[src/rtl/wide_add_seq_if.sv]
// wide_add_seq_if: start/ready/done request bus for the sequenced wide adder.
interface wide_add_seq_if #(
    parameter int N     = 5,
    parameter int WORDS = 4
);
    localparam int W = N * WORDS;
    logic         start;
    logic [W-1:0] a;
    logic [W-1:0] b;
    logic         cin;
    logic         ready;
    logic         busy;
    logic         done;
    logic [W-1:0] sum;
    logic         cout;
    logic         ovf;
    modport master (output start, a, b, cin, input ready, busy, done, sum, cout, ovf);
    modport slave  (input start, a, b, cin, output ready, busy, done, sum, cout, ovf);
endinterface

[src/rtl/wide_add_seq.sv]
// wide_add_seq: (N*WORDS)-bit add done one N-bit slice per cycle, LS word first,
// carry chained through a register; result published only on completion.
module wide_add_seq #(
    parameter int N     = 5,
    parameter int WORDS = 4
) (
    input  logic          clk,
    input  logic          rst_n,
    wide_add_seq_if.slave bus
);
    localparam int W  = N * WORDS;
    localparam int IW = (WORDS > 1) ? $clog2(WORDS) : 1;
    localparam logic [IW-1:0] LAST_IDX = IW'(WORDS - 1);

    typedef enum logic [1:0] {IDLE, RUN, DONE} state_t;

    state_t        state, state_nxt;
    logic [W-1:0]  op_a, op_b, acc, acc_nxt, sum_q;
    logic [IW-1:0] idx;
    logic          carry, cout_q, ovf_q, last;
    logic [N:0]    slice;

    assign last = (idx == LAST_IDX);

    // acc_nxt carries the current slice so the final word can go straight to sum
    always_comb begin
        slice   = {1'b0, op_a[int'(idx) * N +: N]} + {1'b0, op_b[int'(idx) * N +: N]} + (N + 1)'(carry);
        acc_nxt = acc;
        acc_nxt[int'(idx) * N +: N] = slice[N-1:0];
    end

    always_comb begin
        state_nxt = state;
        state_nxt = (state == IDLE) ? (bus.start ? RUN : IDLE) :
                    (state == RUN)  ? (last ? DONE : RUN) : IDLE;
    end

    always_ff @(posedge clk or negedge rst_n) begin
        if (!rst_n) state <= IDLE;
        else        state <= state_nxt;
    end

    always_ff @(posedge clk or negedge rst_n) begin
        if (!rst_n) begin
            op_a   <= '0;
            op_b   <= '0;
            acc    <= '0;
            idx    <= '0;
            carry  <= 1'b0;
            sum_q  <= '0;
            cout_q <= 1'b0;
            ovf_q  <= 1'b0;
        end else if (state == IDLE) begin
            if (bus.start) begin
                op_a  <= bus.a;
                op_b  <= bus.b;
                carry <= bus.cin;
                idx   <= '0;
            end
        end else if (state == RUN) begin
            acc   <= acc_nxt;
            carry <= slice[N];
            if (last) begin
                sum_q  <= acc_nxt;
                cout_q <= slice[N];
                ovf_q  <= (op_a[W-1] == op_b[W-1]) && (slice[N-1] != op_a[W-1]);
            end else begin
                idx <= idx + 1'b1;
            end
        end
    end

    assign bus.ready = (state == IDLE);
    assign bus.busy  = (state == RUN);
    assign bus.done  = (state == DONE);
    assign bus.sum   = sum_q;
    assign bus.cout  = cout_q;
    assign bus.ovf   = ovf_q;
endmodule
[src/flat_wrapper.sv]
// flat-port wrapper written by rule: the top's interface ports become plain ports
module wide_add_seq_flat 
#(
    parameter int N     = 5,
    parameter int WORDS = 4
)
  (clk, rst_n, bus_start, bus_a, bus_b, bus_cin, bus_ready, bus_busy, bus_done, bus_sum, bus_cout, bus_ovf);
  wide_add_seq_if #(.N(N), .WORDS(WORDS)) bus_i ();
  input  logic clk;
  input  logic rst_n;
  input wire logic [$bits(bus_i.start)-1:0] bus_start;
  input wire logic [$bits(bus_i.a)-1:0] bus_a;
  input wire logic [$bits(bus_i.b)-1:0] bus_b;
  input wire logic [$bits(bus_i.cin)-1:0] bus_cin;
  output wire logic [$bits(bus_i.ready)-1:0] bus_ready;
  output wire logic [$bits(bus_i.busy)-1:0] bus_busy;
  output wire logic [$bits(bus_i.done)-1:0] bus_done;
  output wire logic [$bits(bus_i.sum)-1:0] bus_sum;
  output wire logic [$bits(bus_i.cout)-1:0] bus_cout;
  output wire logic [$bits(bus_i.ovf)-1:0] bus_ovf;
  assign bus_i.start = bus_start;
  assign bus_i.a = bus_a;
  assign bus_i.b = bus_b;
  assign bus_i.cin = bus_cin;
  assign bus_ready = bus_i.ready;
  assign bus_busy = bus_i.busy;
  assign bus_done = bus_i.done;
  assign bus_sum = bus_i.sum;
  assign bus_cout = bus_i.cout;
  assign bus_ovf = bus_i.ovf;
  wide_add_seq #(.N(N), .WORDS(WORDS)) u_core (.clk(clk), .rst_n(rst_n), .bus(bus_i));
endmodule
[config.mk]
export PLATFORM = sky130hd
export DESIGN_NAME = wide_add_seq_flat
export DESIGN_NICKNAME = d
export VERILOG_FILES = /design/src/rtl/wide_add_seq_if.sv /design/src/rtl/wide_add_seq.sv /design/src/flat_wrapper.sv
export SDC_FILE = /design/constraint.sdc
export NUM_CORES = 1
export LEC_CHECK = 0
export CORE_ASPECT_RATIO = 1.1
export CORE_MARGIN = 1
export CORE_UTILIZATION = 48
export DETAILED_ROUTE_END_ITERATION = 16
export PLACE_DENSITY_LB_ADDON = 0.2
export SKIP_CTS_REPAIR_TIMING = 1
export SLEW_MARGIN = 5
export SYNTH_ARGS = -nofsm -noshare
export SYNTH_HDL_FRONTEND = slang
export SYNTH_SLANG_ARGS = --single-unit
[constraint.sdc]
create_clock -name clk -period 3.3 [get_ports clk]
set_input_delay 0.66 -clock clk [delete_from_list [all_inputs] [get_ports clk]]
set_output_delay 0.66 -clock clk [all_outputs]
set_load 0.02 [all_outputs]
==> Word level (Yosys, flattened, before mapping) <==
Index checks and enable logic that the tools add are counted.
{ "op_classes": {"mux": 12, "shift": 4, "n_eq_ne": 7, "mul": 1, "add_sub_neg": 4, "n_reduce_logical": 8, "n_bitwise": 1} }
{ "ops": {"columns": ["cell", "count"], "rows": [
  ["20-bit by 32-bit variable part select with 5-bit output", 2],
  ["32-bit negation with 33-bit output", 1],
  ["5-bit by 33-bit variable shift with 20-bit output, first input constant", 1],
  ["5-bit by 33-bit variable part select with 20-bit output", 1],
  ["20-bit bitwise mux", 1],
  ["2-bit 2-to-1 mux", 7],
  ["5-bit by 5-bit adder with 6-bit output", 1],
  ["6-bit by 1-bit adder with 6-bit output", 1],
  ["2-bit AND reduction", 3],
  ["3-bit AND reduction", 2],
  ["2-bit by 3-bit multiplier with 5-bit output, second input constant", 1],
  ["2-bit == test, second input constant", 2],
  ["1-bit 2-to-1 mux", 4],
  ["2-bit inequality test, second input constant", 2],
  ["2-bit by 1-bit adder with 2-bit output, second input constant", 1],
  ["2-bit by 1-bit == test with 1-bit output, second input constant", 1],
  ["2-bit logical NOT", 1],
  ["2-bit nonzero test", 1],
  ["1-bit == test", 1],
  ["1-bit logical AND", 1],
  ["1-bit inequality test", 1],
  ["1-bit inverter", 1]
]} }
{ "word_totals": {"out_inout_bits": 25, "register_bits": 87, "elab_cells": 46, "in_bits": 44} }

==> Longest topological paths before layout <==
Gate-level depths: netlist of the first run.
{ "logic_depth": {"ltp_word": 6, "depth_mapped": 9, "depth_no_buf": 6} }

==> Least setup slack after synthesis of the first run <==
No wires, ideal clock.
{ "synth_timing": {"kind": "reg-to-reg", "startpoint": "reg u_core.idx[0]", "endpoint": "reg u_core.acc[9]", "path_buffers": 2, "setup_ns": 0.121, "required_time_ns": 3.179, "stages_incl_launch_ff": 9, "arrival_ns": 3.001, "setup_slack_ns": 0.178, "cell_sequence": "dfrtp_1 > buf_6 > buf_2 > mux4_2 > fa_1 > fa_1 > a311oi_4 > xnor2_1 > a22o_1"} }
{ "synth_between": {"elab_chain_len": 6} }
{ "synth_rtl": {"columns": ["element", "line_no", "source"], "rows": [
  ["start, declared", "wide_add_seq.sv:19", "logic [IW-1:0] idx;"],
  ["start signal, assigned", "wide_add_seq.sv:68", "idx <= idx + 1'b1;"],
  ["2-bit by 3-bit multiplier with 5-bit output *", "wide_add_seq.sv:27, wide_add_seq.sv:29", null],
  ["20-bit by 32-bit variable part select with 5-bit output", "wide_add_seq.sv:27", "slice = {1'b0, op_a[int'(idx) * N +: N]} + {1'b0, op_b[int'(idx) * N +: N]} + (N + 1)'(carry);"],
  ["5-bit by 5-bit adder with 6-bit output", "wide_add_seq.sv:27", null],
  ["6-bit by 1-bit adder with 6-bit output", "wide_add_seq.sv:27", null],
  ["5-bit by 33-bit variable part select with 20-bit output", "wide_add_seq.sv:29", "acc_nxt[int'(idx) * N +: N] = slice[N-1:0];"],
  ["20-bit bitwise mux *", "wide_add_seq.sv:29", null],
  ["end signal, assigned", "wide_add_seq.sv:61", "acc <= acc_nxt;"],
  ["end, declared", "wide_add_seq.sv:18", "logic [W-1:0] op_a, op_b, acc, acc_nxt, sum_q;"]
]} }
Mark *: on every way between the ends. The rest lies on a longest branch, timed or not.
A chain may end at the register's enable or synchronous reset.

==> Worst setup path in the final report of the first run <==
Ends and elaborated chain as after synthesis.

==> metrics.cfg, run 1 <==
[critical_path]
cpMaxStageDelayCell = mux4_2
r2r_cells = 6
cp_top_family = adder cells
rr_endpoint = u_core.acc[9]
criticalPathCategory = flop to flop
cp_data_required_time_ns = 3.61
critical_path_arrival_ns = 3.22
crit_buf_inv = 0
r2r-start = u_core.idx[0]
crit_path_max_fanout = 6
max_stage_delay_ns = 0.54
cpMostUsedCell = fa_1
worstSetupEndpointType = flop
r2r_setup_slack_ns = 0.39
crit_chain = mux4_2, fa_1, fa_1, a311oi_4, xnor2_1, a22o_1
crit_path_start_kind = flop

[power]
p_per_area_mw_per_mm2 = 1216
p_sw_share_pct = 42.98
internal-power_uw = 3541
ir_drop_v = 0.0007073
p_switching_uw = 2669
clkPwrFrac_pct = 13.7
seq_power_share_pct = 30.1
p_leak_uw = 0.002147
p_comb_share_pct = 56.2

[sta]
period_needed_ns = 2.915
hold_viol_final = 0
fin_crit_sh_pct = 88.33
finalMaxSlewViolations = 0
setup_viol_count_final = 0
worst_slew_pin_slew_ns = 1.065
rsz0062_at_grt = no
finalSetupTns_ns = 0
slew-limit-headroom_pct = 28.98
max_freq_ghz = 0.3431
skew_ns = 0.01084

[logic_synthesis]
syn_inst = 312
synth_nets = 368
synthArstFlopShare_pct = 100.0
synth_area_per_cell_um2 = 13.19
netlist_top_cells_area = dfrtp_1 (53%), mux2_2 (8.8%), mux4_2 (5.5%)
synth_seq_area_share_pct = 52.89
ys_types = 44
synth_flop_cell = dfrtp_1
synth_top_area_share_pct = 52.89
synth_warnings = 0
netlist_area_mm2 = 0.004116
synth_seq_cells = 87
synth-edff-count = 0
yosysTopAreaCell = dfrtp_1

[clocking]
root_buffer = clkbuf_8
clk_latency_ns = 0.37
numClockSinks = 87
cts_buffer_depth = 2
cts_tree = built
h-tree-depth = 3
path_clk_slew_ns = 0.09
numCtsBuffers = 9

[die]
core_area_mm2 = 0.008364
design.die.area_mm2 = 0.008950
start_util_pct = 49.21
die_x_um = 90.30
rows = 35
die_h_um = 99.13
ios = 69

[finish]
antenna_cells = 0
area_delta_synth_final_pct = 24.04
fillCellCount = 670
drive_gt1_share_pct = 20.26
final_util_pct = 61.05
layout.nets = 436

[drt]
drcViolationCount = 0
finalWirelength_mm = 8.407
viasPerCell = 5.556
drt-pass1-iter-count = 4
ant_nets = 0
vias = 2756
drt_iter0_drc = 169
wl_per_cell_um = 16.95

[global_route]
grt_pass1_wl_mm = 14.30
grt_pass1_vias = 2811
antenna_found_initial = 0
grt_start_max_net_pins = 88
groute.usage.overall_pct = 20.94
gr-total-overflow = 0

[run]
cap_violations = 0

[placed_design]
dpl.hpwl_mm = 6.025
port_buffers = 68
gp_congestion = 0.8048

[status]
status = finished clean

[min_path]
min_path_type = input port to asynchronous set/reset pin

-- stage by stage --
| step | hold slack (ns) | instances | total power, µW | instance area, µm² | setup slack (ns) |
|---|---|---|---|---|---|
| 2_1_floorplan | 0.3644 | 312 | 4327 | 4116 | 0.1780 |
| 4_1_cts | 0.4932 | 496 | 6295 | 5106 | 0.3756 |
| 6_report | 0.4758 | 496 | 6210 | 5106 | 0.3852 |
| 3_3_place_gp | 0.4629 | 480 | 5335 | 4878 | 0.4462 |
| 3_5_place_dp | 0.4728 | 480 | 5437 | 4878 | 0.3829 |
| 5_1_grt | 0.5139 | 496 | 6671 | 5106 | 0.2256 |
-- worst reg2reg max path, cell delays in order (launching register included) --
cell      delay, ns
dfrtp_1        0.44
mux4_2         0.54
fa_1           0.44
fa_1           0.45
a311oi_4       0.38
xnor2_1        0.36
a22o_1         0.26
-- logic make-up after synthesis --
family                   count (synthesis)  share of synthesized area [%]
AO/OA/AOI/OAI                           59                          11.79
AND/OR/NAND/NOR                         75                          10.58
multiplexers                            51                          16.69
flip-flops                              87                          52.89
adder cells (fa/ha/maj)                 12                          4.012
XOR/XNOR                                 3                         0.6384
buffers and inverters                   25                          3.404
-- Yosys cell counts, types with 2 or more instances --
| master | instances |
|---|---|
| and2_2 | 2 |
| mux2_2 | 32 |
| nand2_1 | 18 |
| xor2_1 | 2 |
| buf_6 | 6 |
| a22o_1 | 21 |
| dfrtp_1 | 87 |
| clkbuf_1 | 8 |
| a32oi_1 | 4 |
| mux2_1 | 9 |
| ha_1 | 10 |
| nand3_1 | 3 |
| a21oi_1 | 3 |
| nor3_4 | 2 |
| nor4_4 | 3 |
| a211o_1 | 2 |
| and2_1 | 2 |
| fa_1 | 2 |
| a31o_1 | 2 |
| inv_1 | 8 |
| nor3b_1 | 3 |
| o21ai_0 | 7 |
| mux4_2 | 10 |
| a221oi_1 | 12 |
| nor2_1 | 34 |
| o211ai_1 | 2 |
-- power by group through the flow --
stage / combinational, µW / clock, µW / sequential (µW)
final: 3490 / 850 / 1870
after CTS: 3550 / 871 / 1870
after global placement: 3450 / 0 / 1880
after global routing: 3820 / 915 / 1940
after detailed placement: 3540 / 0 / 1900
after floorplan: 2370 / 0 / 1960
-- per-layer routing --
layer | wire length [µm] | track usage, % | up-vias | share of wire (%)
li1 | - | - | 1291 | -
met1 | 3733 | 26.80 | 1388 | 44
met2 | 4247 | 34.35 | 63 | 51
met3 | 247 | 3.593 | 14 | 2.9
met4 | 179 | 11.29 | 0 | 2.1
met5 | 0 | 0 | - | 0
-- flip-flops by register name (all words and copies together), names as in the netlist --
name	cells
u_core.acc	20
u_core.bus.cout	1
u_core.bus.ovf	1
u_core.bus.sum	20
u_core.carry	1
u_core.idx	2
u_core.op_a	20
u_core.op_b	20
u_core.state	2
-- cell usage in the layout (no fill, tap or decap), types with 4 or more instances in the layout --
cell type        Yosys  layout
mux2_1               9       9
nand2_1             18      18
mux4_2              10      10
mux2_2              32      32
o21ai_0              7       7
clkdlybuf4s50_1      0      67
a22o_1              21      21
buf_4                0       5
clkbuf_8             0      10
a221oi_1            12      12
inv_1                8       8
ha_1                10      10
dfrtp_1             87      87
nor2_1              34      34
a32oi_1              4       4
-- area by class of cell --
type	count	area, µm²	share of cell area (%)
sequential	87	2177	42.64
multi-input combinational	200	1800	35.26
timing repair buffer	73	728.2	14.26
tap	111	138.9	2.720
clock buffer	10	137.6	2.695
clock inverter	6	90.09	1.764
inverter	9	33.78	0.6616
-- worst max path at each step --
stage | from | endpoint | slack, ns | depth (start not counted)
detailed placement | u_core.idx[0] | u_core.acc[9] | 0.38 | 6
global route | u_core.idx[0] | u_core.acc[9] | 0.23 | 6
finish | u_core.idx[0] | u_core.acc[9] | 0.39 | 6
CTS | u_core.idx[0] | u_core.acc[9] | 0.38 | 6
global placement | u_core.idx[0] | u_core.bus.sum[14] | 0.45 | 6
floorplan | u_core.idx[0] | u_core.acc[9] | 0.18 | 8
No activity file was read; power rests on OpenSTA's default activity.
==> run 2: changes to the inputs <==
--- a/config.mk
+++ b/config.mk
@@ -5,6 +5,7 @@
 export SDC_FILE = /design/constraint.sdc
 export NUM_CORES = 1
 export LEC_CHECK = 0
+export ABC_AREA = 1
 export CORE_ASPECT_RATIO = 1.1
 export CORE_MARGIN = 1
 export CORE_UTILIZATION = 48
==> run 2 against run 1 <==
Sequential power shrank 7%. Core utilization grew 0.23 points. Clock power grew 2.7%. Critical path depth grew 5. Register-to-register slack gained 0.28 ns. Wire length grew 9.8%. Critical path type unchanged. Critical endpoint is now u_core.acc[7].
==> metrics.cfg, run 2 <==
[critical_path]
r2r_cells = 11  ; +5
cp-endpoint = u_core.acc[7]
critical_path_arrival_ns = 2.87  ; -0.35 ns
cp_data_required_time_ns = 3.53  ; -0.08 ns
rr_endpoint = u_core.acc[7]
crit_path_start_kind = flop
crit_path_max_fanout = 18  ; +12
r2r-start = u_core.idx[0]
worstSetupEndpointType = flop
r2r_setup_slack_ns = 0.66  ; +0.28 ns
criticalPathCategory = flop to flop
critPathLaunch = u_core.idx[0]

[drt]
wl_per_cell_um = 13.17  ; -22%
drt-pass1-iter-count = 5  ; +1
vias = 3534  ; +28%
ant_nets = 0  ; unchanged
wl_met2_mm = 4.636  ; +9.2%
drcViolationCount = 0  ; unchanged
top_layer = met4
wl_met1_mm = 3.986  ; +6.8%
viasPerCell = 5.041  ; -9.3%
drt_iter0_drc = 155  ; -8.3%
finalWirelength_mm = 9.231  ; +9.8%
wl_met3_um = 389  ; +57%

[global_route]
grt_pass1_wl_mm = 15.91  ; +11%
antenna_found_initial = 0  ; unchanged
groute.usage.overall_pct = 22.32  ; +1.4 points
grt_start_max_net_pins = 88  ; unchanged
gr-total-overflow = 0  ; unchanged
grt_pass1_vias = 3448  ; +23%

[die]
design.die.area_mm2 = 0.009068  ; +1.3%
die_h_um = 99.78  ; +0.66%
rows = 35  ; unchanged
start_util_pct = 49.61  ; +0.40 points
die_x_um = 90.89  ; +0.65%
core_area_mm2 = 0.008408  ; +0.52%
ios = 69  ; unchanged

[clocking]
h-tree-depth = 3  ; unchanged
clk_latency_ns = 0.36  ; about the same
root_buffer = clkbuf_8
numCtsBuffers = 9  ; unchanged
path_clk_slew_ns = 0.09  ; about the same
cts_tree = built
cts_buffer_depth = 2  ; unchanged
numClockSinks = 87  ; unchanged

[finish]
final_util_pct = 61.28  ; +0.23 points
instances_no_fill = 701  ; +41%
fillCellCount = 782  ; +17%
final_area_mm2 = 0.005152  ; +0.91%
final_cell_mix = nand2_1 (242), dfrtp_1 (87), clkdlybuf4s50_1 (67)
regArea_mm2 = 0.002177  ; unchanged
multiInputGateArea_mm2 = 0.001723  ; -4.3%
antenna_cells = 0  ; unchanged
final_common_cell = nand2_1
drive_gt1_share_pct = 5.932  ; -14 points
area_delta_synth_final_pct = 23.52
layout.nets = 643  ; +47%

[power]
p_switching_uw = 2409  ; -9.8%
internal-power_uw = 3028  ; -14%
ir_drop_v = 0.0004423  ; -37%
p_comb_share_pct = 52.2  ; -4.0 points
p_leak_uw = 0.002603  ; +21%
seq_power_share_pct = 31.7  ; +1.6 points
clkPwrFrac_pct = 16.1  ; +2.4 points
p_per_area_mw_per_mm2 = 1055  ; -13%
p_sw_share_pct = 44.30  ; +1.3 points

[sta]
slew-limit-headroom_pct = 28.56  ; -0.41 points
finalSetupTns_ns = 0  ; unchanged
fin_crit_sh_pct = 79.95  ; -8.4 points
rsz0062_at_grt = no
worst_slew_pin_slew_ns = 1.072  ; +0.006214 ns
max_freq_ghz = 0.3790  ; +10%
period_needed_ns = 2.638  ; -0.2765 ns
skew_ns = 0.01096  ; +0.0001236 ns
hold_viol_final = 0  ; unchanged
setup_viol_count_final = 0  ; unchanged
finalMaxSlewViolations = 0  ; unchanged

[logic_synthesis]
synth_seq_area_share_pct = 52.19  ; -0.70 points
synth_nets = 581  ; +58%
synth_warnings = 0  ; unchanged
synth_flop_cell = dfrtp_1
netlist_top_cells_area = dfrtp_1 (52%), nand2_1 (22%), o21ai_0 (4.8%)
synthTopCellsByCount = nand2_1 (242), dfrtp_1 (87), o21ai_0 (40), inv_1 (38), nor2_1 (25)
syn_inst = 525  ; +68%
synth_area_per_cell_um2 = 7.946  ; -40%
netlist_area_mm2 = 0.004172  ; +1.3%
synthArstFlopShare_pct = 100.0  ; unchanged
yosysTopAreaCell = dfrtp_1
synth-edff-count = 0  ; unchanged
synth_seq_cells = 87  ; unchanged
synth_top_area_share_pct = 52.19  ; -0.70 points
ys_types = 23  ; -48%
synth.most_common_cell = nand2_1

[placed_design]
port_buffers = 68  ; unchanged
gp_congestion = 0.9452  ; +17%
placedCellCount = 687  ; +43%
dpl.hpwl_mm = 6.569  ; +9.0%
dpl-instance-area_mm2 = 0.004920  ; +0.85%

[run]
cap_violations = 0  ; unchanged

[status]
status = finished clean

[min_path]
min_path_type = flop to flop

run 2: cell types whose count changed after synthesis, moves of 9 or more:
cell / previous run / this run
mux2_1: 9 / 0
buf_2: 1 / 16
o21ai_0: 7 / 40
nand2_1: 18 / 242
a22o_1: 21 / 0
nand3_1: 3 / 14
mux2_2: 32 / 0
o22ai_1: 0 / 20
nor2_1: 34 / 25
inv_1: 8 / 38
mux4_2: 10 / 0
a221oi_1: 12 / 0
run 2: worst min path at each step:
stage | slack [ns] | from | to | cells after the start
after floorplan | 0.36 | rst_n | u_core.acc[0] | 0
after global placement | 0.45 | u_core.op_b[8] | u_core.op_b[8] | 2
after detailed placement | 0.45 | u_core.op_b[8] | u_core.op_b[8] | 2
after CTS | 0.47 | u_core.op_a[9] | u_core.op_a[9] | 2
after global routing | 0.49 | u_core.op_b[14] | u_core.op_b[14] | 2
final | 0.47 | u_core.op_a[9] | u_core.op_a[9] | 2
run 2: worst max-delay path: stages (launching register included):
cell,delay [ns]
dfrtp_1,0.34
inv_1,0.22
o21ai_0,0.26
o22ai_1,0.13
fa_1,0.44
fa_1,0.45
xnor2_1,0.28
nor2_2,0.08
nand2_2,0.10
o22ai_2,0.07
nand2_1,0.06
o21ai_0,0.09
run 2: through the flow:
stage                     hold slack [ns]  total power [µW]  worst slack [ns]
after floorplan                    0.3644              3718            0.8108
after global placement             0.4516              4470            0.7707
after detailed placement           0.4535              4582            0.6638
after CTS                          0.4734              5463            0.6619
after global routing               0.4909              5931            0.4483
final                              0.4691              5436            0.6618
run 2: layout make-up:
type / count / share of cell area (%)
Clock buffer: 10 / 2.671
Sequential cell: 87 / 42.25
Multi-Input combinational cell: 373 / 33.44
Clock inverter: 4 / 1.846
Inverter: 42 / 3.060
Timing Repair Buffer: 74 / 14.04
Tap cell: 111 / 2.695
run 2: kinds of logic after synthesis:
family          after synthesis  synth area share, %
simple gates                292                27.74
flops                        87                52.19
buf+inv                      65                6.509
compound gates               68                9.388
fa+ha+maj                    12                3.959
xor+xnor                      1               0.2100
run 2: power by group through the flow:
stage | Clock, µW | Sequential (µW) | Combinational (µW)
floorplan | 0 | 1780 | 1940
global placement | 0 | 1740 | 2730
detailed placement | 0 | 1750 | 2840
CTS | 889 | 1730 | 2850
global route | 946 | 1770 | 3210
finish | 873 | 1730 | 2840
run 2: metal layers:
layer  track usage (%)  vias up
li1                  -     1768
met1             28.11     1649
met2             37.65       97
met3             5.303       20
met4             8.425        0
met5                 0        -
